### src/rtl/pulse_pacer_if.sv
// Source-side signal bundle for pulse_pacer.
// The flush member exists only when PULSE_PACER_FLUSH_EN is defined.
interface pulse_pacer_if #(
  parameter int unsigned pCNT_W = 4
);
  logic              in_pls;
  logic              ovf_clr;
`ifdef PULSE_PACER_FLUSH_EN
  logic              flush;
`endif
  logic              out_pls;
  logic [pCNT_W-1:0] pending;
  logic              busy;
  logic              ovf;

`ifdef PULSE_PACER_FLUSH_EN
  modport master (output in_pls, ovf_clr, flush,
                  input  out_pls, pending, busy, ovf);
  modport slave  (input  in_pls, ovf_clr, flush,
                  output out_pls, pending, busy, ovf);
`else
  modport master (output in_pls, ovf_clr,
                  input  out_pls, pending, busy, ovf);
  modport slave  (input  in_pls, ovf_clr,
                  output out_pls, pending, busy, ovf);
`endif
endinterface

### src/rtl/pulse_pacer.sv
// Queues event pulses and re-emits them spaced at least pGAP cycles apart.
// Optional backlog flush input enabled by defining PULSE_PACER_FLUSH_EN.
module pulse_pacer #(
  parameter int unsigned pGAP   = 6,
  parameter int unsigned pCNT_W = 4
) (
  input  logic          clk,
  input  logic          rst,
  pulse_pacer_if.slave  pp
);

  typedef enum logic {IDLE, GAP} state_t;

  localparam logic [7:0]        GAP_LOAD = 8'(pGAP - 1);
  localparam logic [pCNT_W-1:0] PEND_MAX = '1;

  state_t            state_q, state_d;
  logic [7:0]        gap_q, gap_d;
  logic [pCNT_W-1:0] pend_q, pend_d;
  logic              out_q, out_d;
  logic              ovf_q, ovf_d;
  logic              flush_w;
  logic              issue, accept, drop;

`ifdef PULSE_PACER_FLUSH_EN
  assign flush_w = pp.flush;
`else
  assign flush_w = 1'b0;
`endif

  // in_pls bypasses the backlog when idle, so an issue with pending == 0 is legal
  assign issue  = (state_q == IDLE) && ((pend_q != '0) || pp.in_pls) && !flush_w;
  assign accept = pp.in_pls && !flush_w && ((pend_q != PEND_MAX) || issue);
  assign drop   = pp.in_pls && !flush_w && !accept;

  always_comb begin
    state_d = state_q;
    gap_d   = gap_q;
    pend_d  = pend_q;
    out_d   = 1'b0;
    ovf_d   = ovf_q;

    // Leaving GAP on the count of 1 lands in IDLE with gap_cnt == 0, giving pGAP spacing
    if (state_q == GAP) begin
      gap_d = gap_q - 8'd1;
      if (gap_q == 8'd1) state_d = IDLE;
    end

    if (issue) begin
      out_d   = 1'b1;
      state_d = GAP;
      gap_d   = GAP_LOAD;
    end

    if (flush_w)
      pend_d = '0;
    else if (accept && !issue)
      pend_d = pend_q + 1'b1;
    else if (issue && !accept)
      pend_d = pend_q - 1'b1;

    if (drop)
      ovf_d = 1'b1;
    else if (pp.ovf_clr)
      ovf_d = 1'b0;
  end

  always_ff @(posedge clk or posedge rst) begin
    if (rst) begin
      state_q <= IDLE;
      gap_q   <= '0;
      pend_q  <= '0;
      out_q   <= 1'b0;
      ovf_q   <= 1'b0;
    end else begin
      state_q <= state_d;
      gap_q   <= gap_d;
      pend_q  <= pend_d;
      out_q   <= out_d;
      ovf_q   <= ovf_d;
    end
  end

  assign pp.out_pls = out_q;
  assign pp.pending = pend_q;
  assign pp.ovf     = ovf_q;
  assign pp.busy    = (pend_q != '0) || (state_q == GAP);

endmodule
### src/flat_wrapper.sv
// flat-port wrapper written by rule: the top's interface ports become plain ports
module pulse_pacer_flat 
#(
  parameter int unsigned pGAP   = 6,
  parameter int unsigned pCNT_W = 4
)
  (clk, rst, pp_in_pls, pp_ovf_clr, pp_out_pls, pp_pending, pp_busy, pp_ovf);
  pulse_pacer_if #(.pCNT_W(pCNT_W)) pp_i ();
  input  logic clk;
  input  logic rst;
  input wire logic [$bits(pp_i.in_pls)-1:0] pp_in_pls;
  input wire logic [$bits(pp_i.ovf_clr)-1:0] pp_ovf_clr;
  output wire logic [$bits(pp_i.out_pls)-1:0] pp_out_pls;
  output wire logic [$bits(pp_i.pending)-1:0] pp_pending;
  output wire logic [$bits(pp_i.busy)-1:0] pp_busy;
  output wire logic [$bits(pp_i.ovf)-1:0] pp_ovf;
  assign pp_i.in_pls = pp_in_pls;
  assign pp_i.ovf_clr = pp_ovf_clr;
  assign pp_out_pls = pp_i.out_pls;
  assign pp_pending = pp_i.pending;
  assign pp_busy = pp_i.busy;
  assign pp_ovf = pp_i.ovf;
  pulse_pacer #(.pGAP(pGAP), .pCNT_W(pCNT_W)) u_core (.clk(clk), .rst(rst), .pp(pp_i));
endmodule
### config.mk
export PLATFORM = sky130hd
export DESIGN_NAME = pulse_pacer_flat
export DESIGN_NICKNAME = d
export VERILOG_FILES = /design/src/rtl/pulse_pacer_if.sv /design/src/rtl/pulse_pacer.sv /design/src/flat_wrapper.sv
export SDC_FILE = /design/constraint.sdc
export NUM_CORES = 1
export LEC_CHECK = 0
export BUFFER_PORTS_ARGS = -buffer_cell sky130_fd_sc_hd__buf_2
export CORE_MARGIN = 8
export CORE_UTILIZATION = 55
export CTS_CLUSTER_SIZE = 20
export DETAILED_ROUTE_END_ITERATION = 10
export PLACE_DENSITY_LB_ADDON = 0.08
export SKIP_LAST_GASP = 1
export SYNTH_ARGS = -nofsm -noshare
export SYNTH_HDL_FRONTEND = slang
export SYNTH_SLANG_ARGS = --single-unit
### constraint.sdc
create_clock -name clk -period 3.03 [get_ports clk]
set_input_delay 0.303 -clock clk [delete_from_list [all_inputs] [get_ports clk]]
set_output_delay 0.303 -clock clk [all_outputs]
set_load 0.01 [all_outputs]
==> impl_summary.txt <==
----------------------------------------------------
[Floorplan]
  Core outline area ... 0.00149 mm2
  Area of the die ... 0.00307 mm2
  Top-Level Pins ... 11
  Starting density of the core ... 57.4%
  Row Count ... 14
  Floorplan die width ... 55.4 um
  Height of the die ... 55.4 um

[Placement]
  Detailed Place HPWL ... 1270 um
  Final RePlAce weighted congestion ... 0.764
  Placed cell count ... 108
  Port Buf Inserts ... 10

[Route]
  DR WL/cell ... 14.9 um
  Via Count ... 665
  Number of detailed-route iterations in the first pass ... 4
  Routed Wire Length ... 1670 um
  Drt via density ... 5.94
  Starting DRT DRC Count ... 14
  Remaining antenna violation count ... 0
  Final routed DRC violation total ... 0

[Clocking]
  TritonCTS Buffers ... 3
  Clock tree from TritonCTS ... built
  CTS Sinks ... 15
  CTS H-Tree Depth ... 1
  Number of buffers inserted by hold repair at cts ... 0
  Clk root buf ... sky130_fd_sc_hd__clkbuf_4
  Total setup buffers inserted after CTS ... 0
  Gates resized, CTS repair ... 0
  Clock latency reported for the late side of the worst-skew pair ... 0.28 ns
  Largest buffer count on any clock path ... 2
  Post-CTS clock slew at the launch and capture registers of the worst setup and hold paths ... 0.08 ns

[Yosys]
  Most frequently used flop master after synthesis ... sky130_fd_sc_hd__dfrtp_1
  Count of yosys warnings during synthesis ... 0
  Netlist area before placement ... 855 um2
  Number of enable-type register cells in the synthesized netlist ... 0
  Seq/Total Area, Yosys ... 43.9%
  Post-synthesis cell count ... 83
  Share of flip-flops with an asynchronous set or reset ... 100%
  Mapped Nets ... 93
  Synthesized area per cell ... 10.3 um2
  Count of unique library cells instantiated by Yosys ... 36
  Number of synthesized register bits ... 15

[Setup path]
  Endpoint arrival time on the critical path ... 2.86 ns
  Worst-path cell chain ... nor4_1 -> a21oi_1 -> inv_1 -> ha_1 -> inv_1 -> ha_1 -> or4_1 -> nand3_1 -> o221ai_1
  Sort of element at the start of the critical path ... flop
  Crit path max-delay cell type ... sky130_fd_sc_hd__nor4_1
  Crit-path max FO ... 6
  Kind of end point of the critical path ... flop
  Worst Path Required ... 3.18 ns
  Critical Path Max Stage Delay ... 0.52 ns
  Worst setup slack for register-to-register paths ... 0.33 ns
  Kind of critical path ... flop to flop

[Global routing]
  Antenna violations before repair ... 0
  Via count of the first global-routing pass ... 695
  Remaining global-route overflow ... 0
  Tot GR Track Use ... 11.8%
  Maximum number of pins on one net before global-route repair ... 16
  Global-route wire length before repair ... 2950 um

[Timing]
  Post-Route Skew ... 0.000797 ns
  Share of the clock period used by the worst path after layout ... 89.2%
  Shortest clock period the worst path allows after layout ... 2.70 ns
  Setup Total Neg Slack ... 0 ns
  Worst slew pin tran ... 0.559 ns
  Max_slew headroom ... 62.7%
  Achievable clock frequency ... 0.370 GHz
  RSZ-0062 raised after global routing ... false
  Max-slew violation count ... 0
  Number of hold-slack violations in the final timing report ... 0
  Number of failing setup endpoints in the final timing report ... 0

[Outcome]
  Result of the run ... finished clean

[Pwr]
  Cell-internal power ... 390 uW
  Switching Fraction ... 35.9%
  Part of the total power dissipated in the clock network ... 18.1%
  Combinational fraction of design power ... 36.2%
  Cell Pwr Density ... 640 mW/mm2
  Switching power of the nets ... 218 uW
  Leakage Power ... 0.000423 uW
  Post-route total power ... 608 uW
  Flop pwr share ... 45.7%
  Largest vdd supply drop ... 0.000371 V

[Cells and area]
  Fraction of layout instances using a drive strength above 1 ... 17.7%
  Finished Core Util ... 63.8%
  Final non-filler cell total ... 112
  # diodes ... 0
  Number of fillers in the final layout ... 132
  Commonest non-fill, non-tap cells in the layout ... 15 x sky130_fd_sc_hd__dfrtp_1, 10 x sky130_fd_sc_hd__buf_2, 8 x sky130_fd_sc_hd__inv_1
  Synthesis-to-finish area growth ... 11.1%
  Final #Nets ... 107
  Most common library cell in the layout ignoring fill and taps ... sky130_fd_sc_hd__dfrtp_1

[Run]
  Max-cap viol count ... 0

[Min path]
  Hold Path Class ... input port to async pin

----------------------------------------------------
[kinds of logic (layout without fill, tap and decap cells)]
logic type,after synthesis,count (layout),share of synthesized area [%]
simple gates,28,28,21.5
compound gates,18,18,13.6
flops,15,15,43.9
buf+inv,10,23,4.54
fa+ha+maj,6,6,9.66
xor+xnor,3,3,3.08
mux,3,3,3.66
[state kept, by name, summed over array words and instances (netlist names)]
| signal | count |
|---|---|
| u_core.gap_q | 8 |
| u_core.pp.out_pls | 1 |
| u_core.pp.ovf | 1 |
| u_core.pp.pending | 4 |
| u_core.state_q | 1 |
[through the flow]
stage	instance area, um2	hold WS (ns)	setup slack, ns
finish	950	0.0619	0.328
global route	950	0.101	0.123
CTS	950	0.0735	0.359
detailed placement	923	0.382	0.417
global placement	923	0.385	0.530
floorplan	855	0.204	0.520
[final cells by class]
| type | instances | area (um2) | area share [%] |
|---|---|---|---|
| tap | 16 | 20.0 | 2.11 |
| inverter | 8 | 30.0 | 3.16 |
| timing repair buffer | 11 | 57.6 | 6.06 |
| sequential | 15 | 375 | 39.5 |
| multi-input combinational | 58 | 440 | 46.4 |
| clock buffer | 4 | 26.3 | 2.77 |
[Yosys cell counts, types with 2 or more instances]
master | n | area (um2)
sky130_fd_sc_hd__a21oi_1 | 2 | 10.0
sky130_fd_sc_hd__a31oi_1 | 2 | 12.5
sky130_fd_sc_hd__dfrtp_1 | 15 | 375
sky130_fd_sc_hd__ha_1 | 5 | 62.6
sky130_fd_sc_hd__inv_1 | 8 | 30.0
sky130_fd_sc_hd__mux2i_1 | 2 | 20.0
sky130_fd_sc_hd__nand2_1 | 5 | 18.8
sky130_fd_sc_hd__nand3_1 | 2 | 10.0
sky130_fd_sc_hd__nand3b_1 | 2 | 15.0
sky130_fd_sc_hd__nor3b_1 | 2 | 15.0
sky130_fd_sc_hd__nor4_1 | 2 | 12.5
sky130_fd_sc_hd__o21ai_0 | 5 | 25.0
sky130_fd_sc_hd__o21bai_1 | 2 | 15.0
sky130_fd_sc_hd__o31ai_1 | 2 | 15.0
sky130_fd_sc_hd__or3_1 | 3 | 18.8
sky130_fd_sc_hd__or4_1 | 3 | 22.5
sky130_fd_sc_hd__xnor2_1 | 2 | 17.5
[final timing paths]
path,start,end,cells after the start
max in group asynchronous,rst,u_core.gap_q[6],2
min reg2reg,u_core.pp.ovf,u_core.pp.ovf,2
max reg2reg,u_core.pp.pending[0],u_core.pp.pending[3],9
max,u_core.pp.pending[0],u_core.pp.pending[3],9
min,rst,u_core.gap_q[4],2
min in group clk,pp_ovf_clr,u_core.pp.ovf,2
[layer usage]
layer / up-vias / wire (um) / GRT usage [%]
li1: 337 / - / -
met1: 315 / 729 / 11.6
met2: 8 / 872 / 21.3
met3: 5 / 17 / 2.05
met4: 0 / 51 / 8.45
met5: - / 0 / 0
[power by group through the flow]
| stage | clock, uW | combinational (uW) | sequential [uW] |
|---|---|---|---|
| CTS | 114 | 222 | 279 |
| global route | 125 | 249 | 284 |
| finish | 110 | 220 | 277 |
| detailed placement | 0 | 221 | 282 |
| global placement | 0 | 217 | 282 |
| floorplan | 0 | 142 | 287 |
[critical path, delay by kind of cell (launching register included)]
family | cells | cell delay [ns]
adder cells (fa/ha/maj) | 2 | 0.61
AND/OR/NAND/NOR | 3 | 1.03
flip-flops | 1 | 0.45
AO/OA/AOI/OAI | 2 | 0.28
buffers and inverters | 2 | 0.23
(Power assumes the default switching activity.)
